**src/rtl/aes_shift_rows_pipe_if.sv**
```systemverilog
// Stream bundle for the ShiftRows pipe: input beat channel, output beat channel
// and the completed-transfer counter.
interface aes_shift_rows_pipe_if #(
    parameter int NB    = 4,
    parameter int TAG_W = 4
);
    logic                 in_valid;
    logic                 in_ready;
    logic                 in_inv;
    logic [TAG_W-1:0]     in_tag;
    logic [32*NB-1:0]     in_data;
    logic                 out_valid;
    logic                 out_ready;
    logic [32*NB-1:0]     out_data;
    logic [TAG_W-1:0]     out_tag;
    logic [15:0]          blk_cnt;

    modport slave (
        input  in_valid,
        input  in_inv,
        input  in_tag,
        input  in_data,
        input  out_ready,
        output in_ready,
        output out_valid,
        output out_data,
        output out_tag,
        output blk_cnt
    );

    modport master (
        output in_valid,
        output in_inv,
        output in_tag,
        output in_data,
        output out_ready,
        input  in_ready,
        input  out_valid,
        input  out_data,
        input  out_tag,
        input  blk_cnt
    );
endinterface

```
**src/rtl/aes_shift_rows_pipe.sv**
```systemverilog
// AES / Rijndael ShiftRows (forward or inverse, chosen per beat) followed by a
// 1- or 2-deep valid/ready register pipeline with a tag sideband.
module aes_shift_rows_pipe #(
    parameter int NB     = 4,
    parameter int STAGES = 1,
    parameter int TAG_W  = 4
) (
    input  logic                  clk,
    input  logic                  rst_n,
    aes_shift_rows_pipe_if.slave  bus
);
    localparam int W = 32 * NB;

    generate
        if (NB != 4 && NB != 6 && NB != 8) begin : g_bad_nb
            $error("aes_shift_rows_pipe: NB must be 4, 6 or 8");
        end
        if (STAGES != 1 && STAGES != 2) begin : g_bad_stages
            $error("aes_shift_rows_pipe: STAGES must be 1 or 2");
        end
        if (TAG_W < 1) begin : g_bad_tag
            $error("aes_shift_rows_pipe: TAG_W must be at least 1");
        end
    endgenerate

    // Rijndael with 256-bit blocks skips a row offset: rows shift by 0,1,3,4.
    function automatic int row_shift(input int r);
        if (NB == 8 && r >= 2) return r + 1;
        return r;
    endfunction

    logic [W-1:0] perm_fwd;
    logic [W-1:0] perm_inv;
    logic [W-1:0] perm;

    for (genvar c = 0; c < NB; c++) begin : g_col
        for (genvar r = 0; r < 4; r++) begin : g_row
            localparam int SH    = row_shift(r);
            localparam int SRC_F = (c + SH) % NB;
            localparam int SRC_I = (c + NB - SH) % NB;
            assign perm_fwd[32*c+31-8*r -: 8] = bus.in_data[32*SRC_F+31-8*r -: 8];
            assign perm_inv[32*c+31-8*r -: 8] = bus.in_data[32*SRC_I+31-8*r -: 8];
        end
    end

    assign perm = bus.in_inv ? perm_inv : perm_fwd;

    logic             s1_valid;
    logic [W-1:0]     s1_data;
    logic [TAG_W-1:0] s1_tag;
    logic             s1_ready;
    logic             down_ready;

    logic             out_valid;
    logic [W-1:0]     out_data;
    logic [TAG_W-1:0] out_tag;
    logic [15:0]      blk_cnt_q;

    // in_ready is a pure function of pipeline state and out_ready, never in_valid.
    assign s1_ready     = !s1_valid || down_ready;
    assign bus.in_ready = s1_ready;

    always_ff @(posedge clk or negedge rst_n) begin
        if (!rst_n) begin
            s1_valid <= 1'b0;
            s1_data  <= '0;
            s1_tag   <= '0;
        end else if (s1_ready) begin
            s1_valid <= bus.in_valid;
            if (bus.in_valid) begin
                s1_data <= perm;
                s1_tag  <= bus.in_tag;
            end
        end
    end

    generate
        if (STAGES == 2) begin : g_two
            logic             s2_valid;
            logic [W-1:0]     s2_data;
            logic [TAG_W-1:0] s2_tag;

            assign down_ready = !s2_valid || bus.out_ready;

            always_ff @(posedge clk or negedge rst_n) begin
                if (!rst_n) begin
                    s2_valid <= 1'b0;
                    s2_data  <= '0;
                    s2_tag   <= '0;
                end else if (down_ready) begin
                    s2_valid <= s1_valid;
                    if (s1_valid) begin
                        s2_data <= s1_data;
                        s2_tag  <= s1_tag;
                    end
                end
            end

            assign out_valid = s2_valid;
            assign out_data  = s2_data;
            assign out_tag   = s2_tag;
        end else begin : g_one
            assign down_ready = bus.out_ready;
            assign out_valid  = s1_valid;
            assign out_data   = s1_data;
            assign out_tag    = s1_tag;
        end
    endgenerate

    always_ff @(posedge clk or negedge rst_n) begin
        if (!rst_n) begin
            blk_cnt_q <= 16'h0000;
        end else if (out_valid && bus.out_ready) begin
            blk_cnt_q <= blk_cnt_q + 16'h0001;
        end
    end

    assign bus.out_valid = out_valid;
    assign bus.out_data  = out_data;
    assign bus.out_tag   = out_tag;
    assign bus.blk_cnt   = blk_cnt_q;
endmodule

```
**src/flat_wrapper.sv**
```systemverilog
// flat-port wrapper written by rule: the top's interface ports become plain ports
module aes_shift_rows_pipe_flat 
#(
    parameter int NB     = 4,
    parameter int STAGES = 1,
    parameter int TAG_W  = 4
)
  (clk, rst_n, bus_in_valid, bus_in_inv, bus_in_tag, bus_in_data, bus_out_ready, bus_in_ready, bus_out_valid, bus_out_data, bus_out_tag, bus_blk_cnt);
  aes_shift_rows_pipe_if #(.NB(NB), .TAG_W(TAG_W)) bus_i ();
  input  logic clk;
  input  logic rst_n;
  input wire logic [$bits(bus_i.in_valid)-1:0] bus_in_valid;
  input wire logic [$bits(bus_i.in_inv)-1:0] bus_in_inv;
  input wire logic [$bits(bus_i.in_tag)-1:0] bus_in_tag;
  input wire logic [$bits(bus_i.in_data)-1:0] bus_in_data;
  input wire logic [$bits(bus_i.out_ready)-1:0] bus_out_ready;
  output wire logic [$bits(bus_i.in_ready)-1:0] bus_in_ready;
  output wire logic [$bits(bus_i.out_valid)-1:0] bus_out_valid;
  output wire logic [$bits(bus_i.out_data)-1:0] bus_out_data;
  output wire logic [$bits(bus_i.out_tag)-1:0] bus_out_tag;
  output wire logic [$bits(bus_i.blk_cnt)-1:0] bus_blk_cnt;
  assign bus_i.in_valid = bus_in_valid;
  assign bus_i.in_inv = bus_in_inv;
  assign bus_i.in_tag = bus_in_tag;
  assign bus_i.in_data = bus_in_data;
  assign bus_i.out_ready = bus_out_ready;
  assign bus_in_ready = bus_i.in_ready;
  assign bus_out_valid = bus_i.out_valid;
  assign bus_out_data = bus_i.out_data;
  assign bus_out_tag = bus_i.out_tag;
  assign bus_blk_cnt = bus_i.blk_cnt;
  aes_shift_rows_pipe #(.NB(NB), .STAGES(STAGES), .TAG_W(TAG_W)) u_core (.clk(clk), .rst_n(rst_n), .bus(bus_i));
endmodule
```
**config.mk**
```make
export PLATFORM = sky130hd
export DESIGN_NAME = aes_shift_rows_pipe_flat
export DESIGN_NICKNAME = d
export VERILOG_FILES = /design/src/rtl/aes_shift_rows_pipe_if.sv /design/src/rtl/aes_shift_rows_pipe.sv /design/src/flat_wrapper.sv
export SDC_FILE = /design/constraint.sdc
export NUM_CORES = 1
export LEC_CHECK = 0
export ABC_AREA = 1
export CORE_AREA = 2 2 123 125
export CTS_CLUSTER_DIAMETER = 120
export DETAILED_ROUTE_END_ITERATION = 10
export DIE_AREA = 0 0 125 127
export GPL_TIMING_DRIVEN = 1
export PLACE_DENSITY = 0.83
export SYNTH_ARGS = -nofsm -noshare
export SYNTH_HDL_FRONTEND = slang
export SYNTH_SLANG_ARGS = --single-unit
```
**constraint.sdc**
```tcl
create_clock -name clk -period 3.7 [get_ports clk]
set_input_delay 1.11 -clock clk [delete_from_list [all_inputs] [get_ports clk]]
set_output_delay 1.11 -clock clk [all_outputs]
set_load 0.005 [all_outputs]
```
# Word level (Yosys, flattened, before mapping)
# Index checks and enable logic that the tools add are counted.
[word_totals] register_bits=149 output_inout_bits=150
[op_classes] n_addsub=1 muxes=1 n_reduce_logical=4
[ops] op="120-bit two-way mux" count=1
[ops] op="16-bit by 1-bit adder with 16-bit output (second input constant)" count=1
[ops] op="2-bit AND reduction" count=1
[ops] op="1-bit logical AND" count=1
[ops] op="1-bit zero test" count=1
[ops] op="1-bit logical OR" count=1

# Logic depth before layout (Yosys ltp)
# Gate-level depths: netlist of the first run.
[logic_depth] word_depth=3 mapped_depth=9

# Worst setup path after synthesis of the first run
# No wires, ideal clock.
[synth_timing] kind="in2out" startpoint="in bus_out_ready" endpoint="out bus_in_ready" arrival_ps=1214 slack_ps=1376 stages=2 n_path_buf=0 cell_sequence="inv_1 -> nand2_2"
[synth_via] elab_chain_cells=1
[synth_rtl] item="start: declaration" line_no="flat_wrapper.sv:16" text="input wire logic [$bits(bus_i.out_ready)-1:0] bus_out_ready;"
[synth_rtl] item="1-bit logical OR" line_no="aes_shift_rows_pipe.sv:60" text="assign s1_ready = !s1_valid || down_ready;"
[synth_rtl] item="end: declaration" line_no="flat_wrapper.sv:17" text="output wire logic [$bits(bus_i.in_ready)-1:0] bus_in_ready;"
# Every way passes these cells.

# Worst setup path in the final report of the first run
# Same ends and word-level chain as after synthesis.

==> results of run 1 <==
-- layout make-up --
class | count | share of cell area
clock inverters | 8 | 0.007341
multi-input cells | 567 | 0.2344
inverters | 53 | 0.02028
clock buffers | 23 | 0.04952
well taps | 184 | 0.02289
flip-flops and latches | 149 | 0.3708
repair buffers | 293 | 0.2948
-- power by group through the flow --
stage	logic (mW)	registers [mW]	clock network, mW
after floorplan	0.358	2.06	0
after global placement	1.12	2.04	0
after detailed placement	1.14	2.05	0
after CTS	1.15	2.03	1.70
after global routing	1.25	2.06	1.77
final	1.13	2.02	1.68
-- state kept, by name, indices dropped and copies added, names as in the netlist --
signal                cells
u_core.bus.out_tag        4
u_core.bus.out_data     128
u_core.bus.blk_cnt       16
u_core.bus.out_valid      1
-- cell families (layout without fill, tap and decap cells) --
logic type | after synthesis | after routing | synth area share
buf+inv | 95 | 377 | 0.07464
compound gates | 97 | 97 | 0.07388
xor+xnor | 10 | 10 | 0.01333
flops | 149 | 149 | 0.5674
simple gates | 459 | 459 | 0.2689
fa+ha+maj | 1 | 1 | 0.001904
-- critical path, stage by stage --
cell             delay [ps]
clkdlybuf4s50_1         490
inv_1                    60
nand2_2                  90
clkdlybuf4s50_1         530
-- cells in the final DEF, fill, tap and decap left out --
cell             instances
nand2_1                428
clkdlybuf4s50_1        284
dfrtp_1                149
o21ai_0                 95
inv_1                   51
clkbuf_16               17
nor2_1                  13
xor2_1                   8
nand3_1                  6
nand4_1                  5
clkbuf_8                 5
clkinv_2                 4
buf_4                    4
buf_12                   4
nand2_2                  2
o21ai_1                  2
nor3_2                   2
xnor2_1                  2
clkinvlp_4               2
inv_2                    1
nand2_4                  1
inv_6                    1
nor3_1                   1
nor2_2                   1
ha_1                     1
bufinv_16                1
clkbuf_1                 1
clkinv_4                 1
buf_6                    1
-- worst paths after layout --
path / startpoint / endpoint / slack (ps) / cells after the start
setup / recovery: bus_out_ready / bus_in_ready / 310 / 4
hold / removal: u_core.bus.out_data[108] / u_core.bus.out_data[108] / 480 / 2
setup reg to reg: u_core.bus.out_valid / u_core.bus.out_data[112] / 2130 / 4
hold reg to reg: u_core.bus.out_data[108] / u_core.bus.out_data[108] / 480 / 2
max in group asynchronous: rst_n / u_core.bus.out_data[45] / 2260 / 2
min in group asynchronous: rst_n / u_core.bus.out_data[29] / 640 / 1
-- metal layers --
layer / part of all wire / track usage
met3: 0.068 / 0.06491
met1: 0.41 / 0.2839
met4: 0.034 / 0.1052
met5: 0 / 0
met2: 0.49 / 0.4047
==> impl_metrics.json, run 1 <==
{
  "setup_slack_ps": 312.3,
  "timing.fmax_ghz": 0.2952,
  "die_area_um2": 15880,
  "portBuffers": 286,
  "async_flop_share": 1.000,
  "drt-initial-drc-count": 417,
  "htree_levels": 4,
  "fin_util": 0.6972,
  "post-place-ws_ps": 302.3,
  "p_sw_frac": 0.2668,
  "yosysWarningCount": 0,
  "crit_arrival_ps": 2280,
  "skew_ps": 10.60,
  "core_area_um2": 14420,
  "p_comb_frac": 0.235,
  "post_cts_resized": 0,
  "hold_buffers": 0,
  "clock_tree.root_cell": "clkbuf_16",
  "setup_viol": 0,
  "synth-edff-count": 0,
  "total_power_mw": 4.834,
  "ys_seq_area_frac": 0.5674,
  "design_area_um2": 10060,
  "worstMarginPinSlew_ps": 735.6,
  "syn_nets": 949,
  "synth_cells": 811,
  "layout_min_cycle_time_ps": 3388,
  "initial_utilization": 0.4556,
  "drt_first_pass_iters": 5,
  "vdd_drop_max_uv": 316.7,
  "synth_top_area_frac": 0.5674,
  "grt_pass1_wl_mm": 30.10,
  "tns_ps": 0,
  "via_count": 6058,
  "crit_path_end_kind": "primary output",
  "rsz0062_at_grt": "false",
  "overflow": 0,
  "ys_top_cells_by_area": "dfrtp_1 (57%), nand2_1 (24%), o21ai_0 (7.2%)",
  "critPathMaxFanout": 3,
  "hold_viol": 0,
  "p_per_area_nw_per_um2": 480.8,
  "routed_wl_mm": 18.59,
  "rows": 44,
  "share_seq_of_total_power": 0.419,
  "synth_ff_type": "dfrtp_1",
  "dp_hpwl_mm": 13.00,
  "postSynthAreaPerCell_um2": 8.103,
  "power_leakage_nw": 4.923,
  "placed_cell_area_um2": 9484,
  "die_width_um": 125,
  "slew_headroom": 0.5096,
  "antennaDiodeCount": 0,
  "status": "completed",
  "grt_max_degree": 166,
  "drc": 0,
  "cts_buffer_depth": 2,
  "synth-seq-cells": 149,
  "fillers": 1115,
  "die_height_um": 127,
  "place_congestion": 0.8174,
  "dp_cells": 1246,
  "synth_area_um2": 6571,
  "clock_latency_ps": 410,
  "final_max_slew_viol_count": 0,
  "period_share": 0.9156,
  "yosysTopAreaCell": "dfrtp_1",
  "postCtsSetupBuffers": 0,
  "cp-start-kind": "input pin",
  "p_int_mw": 3.545,
  "cts_num_sinks": 149,
  "whs_ps": 477.7,
  "regArea_um2": 3729,
  "cts_tree": "built",
  "cts.reportedPaths.clkPinSlew_ps": 60,
  "cts_buffers": 17,
  "syn2layout_area_growth_pct": 53.03,
  "grt_use_total": 0.2375,
  "layout-drive-gt1-share": 0.04300,
  "wl_per_cell_um": 14.56,
  "p_sw_mw": 1.290,
  "via_per_inst": 4.744,
  "yosysUniqueCellTypes": 21,
  "yosys-top-cells-count": "nand2_1 (428), dfrtp_1 (149), o21ai_0 (95)",
  "max_cap_violations": 0,
  "critical_path_class": "in2out",
  "first_global_vias": 6008,
  "ioPinCount": 287,
  "instances_no_fill": 1277,
  "fin_nets": 1219,
  "multi_input_area_um2": 2357,
  "drtAntennaViolNets": 0,
  "synth_most_common_cell": "nand2_1",
  "antenna_found_initial": 0,
  "clockPowerShare": 0.347,
  "required_ps": 2590,
  "holdCritPathClass": "reg2reg"
}
No activity file was read; power rests on OpenSTA's default activity.
==> inputs of run 2 (changes only) <==
Settings changed: CTS_CLUSTER_DIAMETER 120 to 40.
==> results of run 2 <==
No change in the layout: final DEF, timing and power equal those of run 1.
==> inputs of run 3 (changes only) <==
Settings changed: CTS_CLUSTER_SIZE set to 10.
==> results of run 3 <==
No change in the layout: final DEF, timing and power equal those of run 1.
